===== src/rtl/frame_buf_pkg.sv =====
// Shared types and helpers for the multi-buffer frame store.
package frame_buf_pkg;

  typedef enum logic {
    WR_IDLE,
    WR_FILL
  } wr_state_t;

  typedef enum logic {
    RD_IDLE,
    RD_DRAIN
  } rd_state_t;

  // RAM address is the buffer index in the upper bits and the word pointer below it.
  function automatic logic [31:0] mem_addr(input logic [31:0] idx,
                                           input logic [31:0] ptr,
                                           input int          ptr_w);
    return (idx << ptr_w) | ptr;
  endfunction

endpackage


===== src/rtl/frame_buf_ram.sv =====
// Simple dual-port synchronous RAM: one write port, one registered read port.
// The array itself is never reset; only the read register is.
module frame_buf_ram #(
  parameter int DATA_WIDTH = 32,
  parameter int ADDR_WIDTH = 4,
  parameter int DEPTH      = 16
) (
  input  logic                  clk,
  input  logic                  reset,
  input  logic                  we,
  input  logic [ADDR_WIDTH-1:0] waddr,
  input  logic [DATA_WIDTH-1:0] wdata,
  input  logic                  re,
  input  logic [ADDR_WIDTH-1:0] raddr,
  output logic [DATA_WIDTH-1:0] rdata
);

  logic [DATA_WIDTH-1:0] mem [DEPTH];

  // Write port.
  always_ff @(posedge clk) begin
    if (we) begin
      mem[waddr] <= wdata;
    end
  end

  // Registered read port; output returns to zero on reset.
  always_ff @(posedge clk) begin
    if (reset) begin
      rdata <= '0;
    end else if (re) begin
      rdata <= mem[raddr];
    end
  end

endmodule


===== src/rtl/frame_buf_multi.sv =====
// Multi-buffer frame store: writer fills whole frames into a ring of NUM_BUFS
// buffers, reader drains only committed frames in order. Flow control comes
// solely from the committed-frame count; the per-side FSMs are debug state.
//
//   state     | meaning
//   ----------+-----------------------------------------------
//   WR_IDLE   | writer at word 0 of its current buffer
//   WR_FILL   | writer has accepted part of a frame
//   RD_IDLE   | reader at word 0 of its current buffer
//   RD_DRAIN  | reader has consumed part of a committed frame
module frame_buf_multi
  import frame_buf_pkg::*;
#(
  parameter int DATA_WIDTH       = 32,
  parameter int FRAME_ADDR_WIDTH = 3,
  // Derived; do not override.
  parameter int FRAME_LEN        = 1 << FRAME_ADDR_WIDTH,
  parameter int NUM_BUFS         = 2,
  // Derived; do not override.
  parameter int BUF_IDX_WIDTH    = (NUM_BUFS > 1) ? $clog2(NUM_BUFS) : 1,
  parameter int CNT_WIDTH        = $clog2(NUM_BUFS + 1)
) (
  input  logic                  clk,
  input  logic                  reset,
  input  logic                  wr_en,
  input  logic [DATA_WIDTH-1:0] wr_data,
  output logic                  wr_rdy,
  output logic                  wr_frame_done,
  output logic                  overflow,
  input  logic                  rd_en,
  output logic                  rd_rdy,
  output logic [DATA_WIDTH-1:0] rd_data,
  output logic                  rd_data_valid,
  output logic                  rd_frame_done,
  output logic [CNT_WIDTH-1:0]  frames_ready
);

  localparam int ADDR_WIDTH = BUF_IDX_WIDTH + FRAME_ADDR_WIDTH;
  localparam int DEPTH      = NUM_BUFS * FRAME_LEN;

  localparam logic [FRAME_ADDR_WIDTH-1:0] PTR_LAST = FRAME_ADDR_WIDTH'(FRAME_LEN - 1);
  localparam logic [BUF_IDX_WIDTH-1:0]    IDX_LAST = BUF_IDX_WIDTH'(NUM_BUFS - 1);
  localparam logic [CNT_WIDTH-1:0]        CNT_FULL = CNT_WIDTH'(NUM_BUFS);

  logic [FRAME_ADDR_WIDTH-1:0] wr_ptr, rd_ptr;
  logic [BUF_IDX_WIDTH-1:0]    w_idx, r_idx;
  logic [CNT_WIDTH-1:0]        count;
  logic [ADDR_WIDTH-1:0]       wr_addr, rd_addr;

  logic wr_acc, rd_acc, commit, free;

  wr_state_t wr_state, wr_state_nxt;
  rd_state_t rd_state, rd_state_nxt;

  assign wr_rdy       = (count != CNT_FULL);
  assign rd_rdy       = (count != '0);
  assign frames_ready = count;

  assign wr_acc = wr_en && wr_rdy;
  assign rd_acc = rd_en && rd_rdy;
  assign commit = wr_acc && (wr_ptr == PTR_LAST);
  assign free   = rd_acc && (rd_ptr == PTR_LAST);

  assign wr_addr = ADDR_WIDTH'(mem_addr(32'(w_idx), 32'(wr_ptr), FRAME_ADDR_WIDTH));
  assign rd_addr = ADDR_WIDTH'(mem_addr(32'(r_idx), 32'(rd_ptr), FRAME_ADDR_WIDTH));

  // Write side: word pointer and ring index; index wraps by compare so NUM_BUFS need not be 2^n.
  always_ff @(posedge clk) begin
    if (reset) begin
      wr_ptr <= '0;
      w_idx  <= '0;
    end else if (wr_acc) begin
      if (wr_ptr == PTR_LAST) begin
        wr_ptr <= '0;
        w_idx  <= (w_idx == IDX_LAST) ? '0 : w_idx + BUF_IDX_WIDTH'(1);
      end else begin
        wr_ptr <= wr_ptr + FRAME_ADDR_WIDTH'(1);
      end
    end
  end

  // Read side: word pointer and ring index, same wrap rule as the writer.
  always_ff @(posedge clk) begin
    if (reset) begin
      rd_ptr <= '0;
      r_idx  <= '0;
    end else if (rd_acc) begin
      if (rd_ptr == PTR_LAST) begin
        rd_ptr <= '0;
        r_idx  <= (r_idx == IDX_LAST) ? '0 : r_idx + BUF_IDX_WIDTH'(1);
      end else begin
        rd_ptr <= rd_ptr + FRAME_ADDR_WIDTH'(1);
      end
    end
  end

  // Committed-frame count; simultaneous commit and free cancel out.
  always_ff @(posedge clk) begin
    if (reset) begin
      count <= '0;
    end else begin
      case ({commit, free})
        2'b10:   count <= count + CNT_WIDTH'(1);
        2'b01:   count <= count - CNT_WIDTH'(1);
        default: count <= count;
      endcase
    end
  end

  // Registered status pulses, each one cycle after the event that caused it.
  always_ff @(posedge clk) begin
    if (reset) begin
      wr_frame_done <= 1'b0;
      overflow      <= 1'b0;
      rd_data_valid <= 1'b0;
      rd_frame_done <= 1'b0;
    end else begin
      wr_frame_done <= commit;
      overflow      <= wr_en && !wr_rdy;
      rd_data_valid <= rd_acc;
      rd_frame_done <= free;
    end
  end

  // Debug FSM state registers.
  always_ff @(posedge clk) begin
    if (reset) begin
      wr_state <= WR_IDLE;
      rd_state <= RD_IDLE;
    end else begin
      wr_state <= wr_state_nxt;
      rd_state <= rd_state_nxt;
    end
  end

  // Debug FSM next-state: partial frame in progress vs. at frame boundary.
  always_comb begin
    wr_state_nxt = wr_state;
    rd_state_nxt = rd_state;
    case (wr_state)
      WR_IDLE: if (wr_acc && !commit) wr_state_nxt = WR_FILL;
      WR_FILL: if (commit)            wr_state_nxt = WR_IDLE;
      default:                        wr_state_nxt = WR_IDLE;
    endcase
    case (rd_state)
      RD_IDLE:  if (rd_acc && !free) rd_state_nxt = RD_DRAIN;
      RD_DRAIN: if (free)            rd_state_nxt = RD_IDLE;
      default:                       rd_state_nxt = RD_IDLE;
    endcase
  end

  frame_buf_ram #(
    .DATA_WIDTH (DATA_WIDTH),
    .ADDR_WIDTH (ADDR_WIDTH),
    .DEPTH      (DEPTH)
  ) u_ram (
    .clk   (clk),
    .reset (reset),
    .we    (wr_acc),
    .waddr (wr_addr),
    .wdata (wr_data),
    .re    (rd_acc),
    .raddr (rd_addr),
    .rdata (rd_data)
  );

endmodule

===== config.mk =====
export PLATFORM = sky130hd
export DESIGN_NAME = frame_buf_multi
export DESIGN_NICKNAME = d
export VERILOG_FILES = /design/src/rtl/frame_buf_pkg.sv /design/src/rtl/frame_buf_ram.sv /design/src/rtl/frame_buf_multi.sv
export SDC_FILE = /design/constraint.sdc
export NUM_CORES = 1
export LEC_CHECK = 0
export ABC_AREA = 1
export CAP_MARGIN = 25
export CORE_ASPECT_RATIO = 0.5
export CORE_MARGIN = 2
export CORE_UTILIZATION = 51
export CTS_CLUSTER_DIAMETER = 100
export DETAILED_ROUTE_END_ITERATION = 8
export GPL_TIMING_DRIVEN = 0
export PLACE_DENSITY_LB_ADDON = 0.1
export SYNTH_ARGS = -nofsm -noshare
export SYNTH_HDL_FRONTEND = slang
export SYNTH_HIERARCHICAL = 1
export SYNTH_SLANG_ARGS = --single-unit

===== constraint.sdc =====
create_clock -name clk -period 3 [get_ports clk]
set_input_delay 0.6 -clock clk [delete_from_list [all_inputs] [get_ports clk]]
set_output_delay 0.6 -clock clk [all_outputs]
set_load 0.02 [all_outputs]

=== After elaboration in Yosys (flattened, before gate mapping) ===
Memory sizes are Yosys's and may differ from the RTL's. A register that Yosys moved wholly into a read port is not among the register bits.
Cells that the tools add are included.
Widths: inputs -> output; s select.

* Input bits: 36
* Latch bits: 0
* Word-level logic and storage cells: 40
* Register bits: 14
* Memories: 1
* Bits in writable memories: 512
* Output and inout bits: 40
* Bits in read-only memories: 0

{| class="wikitable"
|+ Memory list
! memory !! depth !! bits a word !! rd ports !! clocked after memory_dff !! wr ports !! RTL line !! RTL
|-
| u_ram.mem || 16 || 32 || 1 || 1 || 1 || frame_buf_ram.sv:18 || <nowiki>logic [DATA_WIDTH-1:0] mem [DEPTH];</nowiki>
|}

* Div/mod/pow operators: 0
* Shift operators: 0
* Bitwise operators: 2
* Reduce and logical (&&, ||, !) cells: 10
* Equal/unequal tests: 5
* $lt $le $gt $ge: 0
* Mux-type cells: 7
* Add/subtract/negate cells: 6
* Multiply operators: 0

{| class="wikitable"
|+ Operators by type and width
! kind !! count
|-
| $or 4x3->4 || 2
|-
| $add 3x1->3 const B || 2
|-
| $eq 3x3->1 const B || 2
|-
| $mux 3 || 2
|-
| $logic_and 1x1->1 || 5
|-
| $mux 1 || 4
|-
| $pmux 2 s2 || 1
|-
| $reduce_and 2->1 || 2
|-
| $reduce_bool 2->1 || 2
|-
| $add 1x1->1 const B || 2
|-
| $add 2x1->2 const B || 1
|-
| $eq 2x1->1 const B || 1
|-
| $eq 2x2->1 const B || 1
|-
| $ne 2x2->1 const B || 1
|-
| $sub 2x1->2 const B || 1
|-
| $logic_not 1->1 || 1
|}

=== Logic depth before layout (Yosys ltp) ===
Gate-level depths: netlist of run 1.

* Depth after elaboration: 5
* Depth in mapped cells: 12
* Depth with buffers taken out: 9

=== Modules after synthesis ===
The synthesis of run 1 kept the hierarchy.

{| class="wikitable"
|+ By module, submodules not included
! module !! seq. area each (um^2) !! cells an instance !! instances !! area an instance (um^2)
|-
| frame_buf_ram || 16,015.4 || 1,874 || 1 || 21,893.5
|-
| frame_buf_multi || 280.3 || 76 || 1 || 601.8
|}

=== Least setup slack after synthesis of run 1 ===
OpenSTA, ideal clock, no wires.

* Kind: register to register
* Start: register count[0] (netlist: frames_ready[0])
* End: memory u_ram.mem[4][0], enable pin
* Setup time: 0.421 ns
* Period minus slack after synthesis: 2.842 ns
* Path slack: 0.158 ns
* Stages on the path, launching flop included: 7
* Required time: 2.579 ns
* Data arrival time: 2.421 ns
* Path buffers: 0
* Path through: dfxtp_1 inv_2 nand2_2 nand2_2 clkinv_2 nand3b_1 nor2_1

* Longest elaborated chain between the ends: 4

{| class="wikitable"
|+ RTL lines
! element !! RTL line !! RTL
|-
| start, declared || frame_buf_multi.sv:47 || <nowiki>logic [CNT_WIDTH-1:0] count;</nowiki>
|-
| start signal, assigned || frame_buf_multi.sv:103 || <nowiki>2'b10: count <= count + CNT_WIDTH'(1);</nowiki>
|-
| start signal, assigned || frame_buf_multi.sv:104 || <nowiki>2'b01: count <= count - CNT_WIDTH'(1);</nowiki>
|-
| start signal, assigned || frame_buf_multi.sv:105 || <nowiki>default: count <= count;</nowiki>
|-
| $ne 2x2->1 || frame_buf_multi.sv:55 || <nowiki>assign wr_rdy = (count != CNT_FULL);</nowiki>
|-
| via wr_rdy || frame_buf_multi.sv:27 || <nowiki>output logic wr_rdy,</nowiki>
|-
| $logic_and 1x1->1 || frame_buf_multi.sv:59 || <nowiki>assign wr_acc = wr_en && wr_rdy;</nowiki>
|-
| via wr_acc || frame_buf_multi.sv:50 || <nowiki>logic wr_acc, rd_acc, commit, free;</nowiki>
|-
| $mux 1 || frame_buf_ram.sv:22 || <nowiki>if (we) begin</nowiki>
|-
| $mux 1 (implied by the code) || frame_buf_ram.sv:23 || <nowiki>mem[waddr] <= wdata;</nowiki>
|-
| end, declared || frame_buf_ram.sv:18 ||
|}

The timed path passes the listed nets, and every way through them passes these cells.

=== Final worst setup path of run 1 ===
* Start: input wr_en
* End: memory u_ram.mem[4][12], enable pin

* Longest elaborated chain between the ends: 3

{| class="wikitable"
|+ RTL lines
! element !! RTL line !! RTL
|-
| start, declared || frame_buf_multi.sv:25 || <nowiki>input logic wr_en,</nowiki>
|-
| $logic_and 1x1->1 || frame_buf_multi.sv:59 ||
|-
| via wr_acc || frame_buf_multi.sv:50 ||
|-
| $mux 1 || frame_buf_ram.sv:22 ||
|-
| $mux 1 (implied by the code) || frame_buf_ram.sv:23 ||
|}

The timed path passes the listed nets, and every way through them passes these cells.

==> qor.csv, run 1 <==
metric;value;unit
status;finished, final reports clean;
switchingPower;3.06;mW
setup_violations;0;
row_count;54;
cts_setup_buffers;0;
maxClockFrequency;404;MHz
fin_skew;0.0168;ns
ant_nets;0;
grt_pass1_wl;87.5;mm
cts.path.max_buffers;3;
dieArea;45900;µm²
hold_path.class;reg2reg;
synth_edf_count;512;
worst_ep_arrival_time;2.73;ns
pwr-share-seq;0.553;
wirelength;59.6;mm
io_buffers;75;
utilization;0.599;
synth-async-reset-ratio;0;
ctsResizeCount;0;
cts_made_buffers;48;
dpl_cell_area;24500;µm²
start_util;0.516;
slew_headroom;0.456;
p_leak;9.58;nW
cp.required;3.26;ns
dieHeight;153;µm
num_io_pins;76;
timing_max_transition_violations_final;0;
path_class;in2reg;
ys_top_cells_by_area;edfxtp_1 68%, nand2_1 11%, nand3_1 9.3%;
yosys_warnings;6;
p_int;12.5;mW
stdcell_count;2716;
fin_crit;2.47;ns
seq_area;16300;µm²
endpoint_kind;register;
path_max_fanout;18;
fin_area;26100;µm²
syn_to_final_growth;16.0;%
synth_top_cell_area_share;0.683;
synth_nets;1991;
worst_pin_slew;0.814;ns
drc;0;
cts_sinks;558;
grt_max_degree;27;
drive_above_1_share;0.0921;
synth_top_area_cell;edfxtp_1;
cts_root_buffer;clkbuf_16;
hold_viol_final;0;
diodes;0;
synth_area;22500;µm²
post-dp-hpwl;39.0;mm
rsz0062_at_grt;false;
routabilityCongestion;0.804;
fin_nets;2132;
routed_via_density;5.57;
setup-tns-final;0;ns
track_usage;0.260;
worst_hold_slack;0.539;ns
wl_per_cell;21.9;µm
vias;15122;
drv_cap;0;
dp_slack;-0.0146;ns
switching_share;0.197;
worstSkewPairLatency;0.56;ns
first_pass_iters;6;
multiInputGateArea;5350;µm²
irDropWorstVdd;0.445;mV
postCtsHoldBufs;0;
synth_cells;1950;
worstSetupStartpointType;input port;
total_power;15.6;mW
grt_overflow;0;
synth-seq-cells;558;
combPwrFrac;0.028;
cellPowerDensity;597;nW/µm²
htreeDepth;2;
dp_cells;2629;
fin_crit_sh;0.824;
ys.flop_type;edfxtp_1;
path_clk_slew;0.07;ns
nFillCells;3513;
die_w;301;µm
avgSynthCellArea;11.5;µm²
cts_tree;built;
grt_pass1_vias;13890;
antenna_found_initial;0;
clkPwrFrac;0.419;
drt_iter0_drc;1679;
worst_slack;0.527;ns
coreArea;43600;µm²
yosysUniqueCellTypes;26;
ys_seq_area_frac;0.724;
power by group through the flow:
stage / clock [mW] / sequential, mW / combinational [mW]
after floorplan: 0 / 8.78 / 0.164
after global placement: 0 / 8.79 / 0.390
after detailed placement: 0 / 8.78 / 0.436
after CTS: 6.63 / 8.61 / 0.438
after global routing: 6.94 / 8.61 / 0.475
final: 6.54 / 8.61 / 0.436
layer usage:
layer / up-vias / part of all wire / GRT usage
li1: 7007 / - / -
met1: 7393 / 0.46 / 0.407
met2: 654 / 0.43 / 0.380
met3: 68 / 0.093 / 0.0445
met4: 0 / 0.018 / 0.0573
met5: - / 0 / 0
Yosys cell counts, types with 4 or more instances:
master	n
nand2_2	4
ha_1	5
o21ai_0	4
inv_2	4
dfxtp_1	46
edfxtp_1	512
buf_6	23
nand2_1	683
inv_1	41
buf_4	28
nand3_1	418
buf_1	13
buf_2	28
nor2_1	105
clkbuf_1	20
registers in the layout (all words and copies together), names as in the netlist:
signal	count
rd_ptr	3
rd_data_valid	1
w_idx	1
wr_ptr	3
overflow	1
r_idx	1
frames_ready	2
u_ram/rdata	32
u_ram/mem	512
rd_frame_done	1
wr_frame_done	1
path summary, 6_finish.rpt:
kind                   startpoint               end  slack, ns  cells past startpoint
setup reg to reg  frames_ready[0]  u_ram/mem[4][12]       0.53                      7
hold / removal          rd_ptr[2]         rd_ptr[2]       0.54                      2
setup / recovery            wr_en  u_ram/mem[4][12]       0.53                      6
hold reg to reg         rd_ptr[2]         rd_ptr[2]       0.54                      2
layout make-up:
| class | count | share of cell area |
|---|---|---|
| Tap cell | 588 | 0.0282 |
| Timing Repair Buffer | 91 | 0.0422 |
| Inverter | 47 | 0.00700 |
| Multi-Input combinational cell | 1230 | 0.205 |
| Clock buffer | 66 | 0.0529 |
| Buffer | 115 | 0.0300 |
| Clock inverter | 21 | 0.0103 |
| Sequential cell | 558 | 0.624 |
cell usage in the layout (no fill, tap or decap), drive strengths merged:
cell type	n
or2	1
ha	5
bufinv	7
o21ai	6
clkdlybuf4s50	75
clkinv	15
a21oi	2
nand4	1
buf	111
inv	46
edfxtp	512
nand3b	2
xor2	1
nand3	420
nand2	687
clkbuf	86
nor2	105
dfxtp	46
worst max-delay path, stage by stage:
cell	delay, ns
clkdlybuf4s50_1	0.56
nand2_2	0.11
clkinv_2	0.11
nand3b_1	0.31
nor2_4	0.74
buf_12	0.26
cell families after synthesis:
logic type | after synthesis | share of synthesized area
compound gates | 8 | 0.00178
simple gates | 1216 | 0.228
fa+ha+maj | 5 | 0.00278
flops | 558 | 0.724
xor+xnor | 1 | 0.000389
buf+inv | 162 | 0.0429
Note: power is estimated with default switching activity, not from simulation.
==> run 2: changes to the inputs <==
==> constraint.sdc (replaced) <==
create_clock -name clk -period 2.4 [get_ports clk]
set_input_delay 0.48 -clock clk [delete_from_list [all_inputs] [get_ports clk]]
set_output_delay 0.48 -clock clk [all_outputs]
set_load 0.02 [all_outputs]
==> run 2 against run 1 <==
Against the previous run: sequential power increased by 25%; power increased by 21%; wire length decreased by 0.98%; global-route usage decreased by 0.41 points; final cell count increased by 0.41%; clock power increased by 15%; via count decreased by 0.59%; die area unchanged; register-to-register slack got worse by 0.49 ns; final area about the same; critical endpoint is now u_ram/mem[3][13].
==> qor.csv, run 2 (synthesized netlist as in run 1, its figures left out) <==
metric;value;unit;change
status;finished, final reports clean;;
worstSkewPairLatency;0.57;ns;about the same
slew_headroom;0.429;;-0.0268
drt_iter0_drc;1590;;-5.3%
regMostFlops;u_ram/mem;;
worst_pin_slew;0.856;ns;+0.0421 ns
irDropWorstVdd;0.501;mV;+13%
coreArea;43600;µm²;unchanged
cpPeakStageDelay;0.69;ns;-0.05 ns
crit_top_cell;nand2_2;;
drive_above_1_share;0.0926;;+0.000461
combPwrFrac;0.030;;+0.002
clkPwrFrac;0.398;;-0.021
post-dp-hpwl;38.8;mm;-0.54%
htreeDepth;2;;unchanged
wl_per_cell;21.6;µm;-1.4%
whs_path_depth;2;;unchanged
fin_crit;2.36;ns;
min_to;rd_ptr[2];;
r2r_cells;7;;unchanged
grt_pass1_vias;13864;;-0.19%
cellPowerDensity;720;nW/µm²;+21%
wirelength;59.0;mm;-0.98%
min-delay-start;rd_ptr[2];;
path_class;reg2reg;;
timing_max_transition_violations_final;0;;unchanged
cp.required;2.67;ns;-0.59 ns
grt_overflow;0;;unchanged
p_leak;9.57;nW;-0.12%
path_max_fanout;17;;-1
io_buffers;75;;unchanged
routabilityCongestion;0.815;;+1.4%
row_count;54;;unchanged
worstSetupStartpointType;register;;
fin_skew;0.0113;ns;-0.00551 ns
critPathTopFamily;simple AND/OR/NAND/NOR gates;;
hold_path.class;reg2reg;;
p_int;15.0;mW;+20%
crit_slowest_cell;nor2_4;;
fin_nets;2142;;+0.47%
pwr-share-seq;0.572;;+0.019
timing.rr.start;frames_ready[0];;
die_w;301;µm;unchanged
final_common_cell;nand2_1;;
setup_violations;0;;unchanged
worst_ep_arrival_time;2.63;ns;-0.10 ns
top_regs;u_ram/mem x512, u_ram/rdata x32;;
worstPathCellList;inv_2, nand2_2, nand2_2, clkinv_2, nand2_1, nor2_4, buf_12;;
maxClockFrequency;423;MHz;
utilization;0.599;;about the same
routed_via_density;5.51;;-0.99%
cts_tree;built;;
timing.rr.end;u_ram/mem[3][13];;
switching_share;0.204;;+0.00764
cts_sinks;558;;unchanged
syn_to_final_growth;16.1;%;about the same
total_power;18.8;mW;+21%
diodes;0;;unchanged
cts.path.max_buffers;3;;unchanged
r2r_setup_slack;0.04;ns;-0.49 ns
cts_root_buffer;clkbuf_16;;
vias;15033;;-0.59%
grt_max_degree;27;;unchanged
cts_made_buffers;49;;+2.1%
endpoint_kind;register;;
dieHeight;153;µm;unchanged
largest_reg_flops;512;;unchanged
start_util;0.516;;unchanged
fin_crit_sh;0.984;;
path_clk_slew;0.07;ns;about the same
switchingPower;3.84;mW;+25%
dp_slack;-0.427;ns;-0.412 ns
ant_nets;0;;unchanged
drv_cap;0;;unchanged
stdcell_count;2727;;+0.41%
grt_pass1_wl;86.3;mm;-1.3%
path_buf_inv;3;;unchanged
antenna_found_initial;0;;unchanged
dieArea;45900;µm²;unchanged
num_io_pins;76;;unchanged
final_cell_mix;683 x nand2_1, 512 x edfxtp_1, 418 x nand3_1, 89 x nor2_1, 75 x clkdlybuf4s50_1;;
postCtsHoldBufs;0;;unchanged
worst_hold_slack;0.543;ns;+0.00343 ns
hold_viol_final;0;;unchanged
nFillCells;3502;;-0.31%
drc;0;;unchanged
first_pass_iters;5;;-1
track_usage;0.256;;-0.00413
dp_cells;2629;;unchanged
worst_slack;0.0374;ns;-0.490 ns
run 2: layer usage:
metal | global-route usage | share of wire | vias to the layer above
li1 | - | - | 7012
met1 | 0.401 | 0.46 | 7341
met2 | 0.376 | 0.43 | 613
met3 | 0.0422 | 0.088 | 67
met4 | 0.0573 | 0.018 | 0
met5 | 0 | 0 | -
run 2: worst reg2reg max path: cells and delay by family (launching register included):
family,cells,cell delay [ns]
buffers and inverters,3,0.45
flip-flops,1,0.43
AND/OR/NAND/NOR,4,1.15
run 2: power groups by stage:
stage	Sequential, mW	Clock, mW	Combinational [mW]
final	10.8	7.49	0.566
after global routing	10.8	7.99	0.617
after CTS	10.8	7.62	0.554
after detailed placement	11.0	0	0.553
after global placement	11.0	0	0.495
after floorplan	11.0	0	0.207
run 2: worst max path at each step:
stage	startpoint	depth (start not counted)	to	slack [ns]
2_1_floorplan	frames_ready[0]	6	u_ram/mem[4][0]	-0.44
3_3_place_gp	wr_en	5	u_ram/mem[4][15]	-2.54
3_5_place_dp	wr_en	6	u_ram/mem[5][17]	-0.43
4_1_cts	frames_ready[0]	7	u_ram/mem[5][17]	0.02
5_1_grt	frames_ready[0]	7	u_ram/mem[3][8]	-0.0007
6_report	frames_ready[0]	7	u_ram/mem[3][13]	0.04
run 2: final cells by class:
type,count,area [µm²],share of cell area
buffer,115,785,0.0300
inverter,47,183,0.00699
timing repair buffer,100,1270,0.0487
tap,588,736,0.0282
multi-input combinational,1230,5350,0.205
clock inverter,25,141,0.00541
sequential,558,16300,0.624
clock buffer,64,1360,0.0519
run 2: stage by stage:
step | setup TNS, ns | cell area, µm²
floorplan | -169.58 | 22500
global placement | -975.65 | 24000
detailed placement | -122.89 | 24500
CTS | 0 | 26000
global route | -0.00161 | 26100
finish | 0 | 26100
run 2: timing repair:
action | CTS | global route
resized for setup | 0 | 1
setup buffers | 0 | 9
endpoints found under the setup margin | 0 | 110
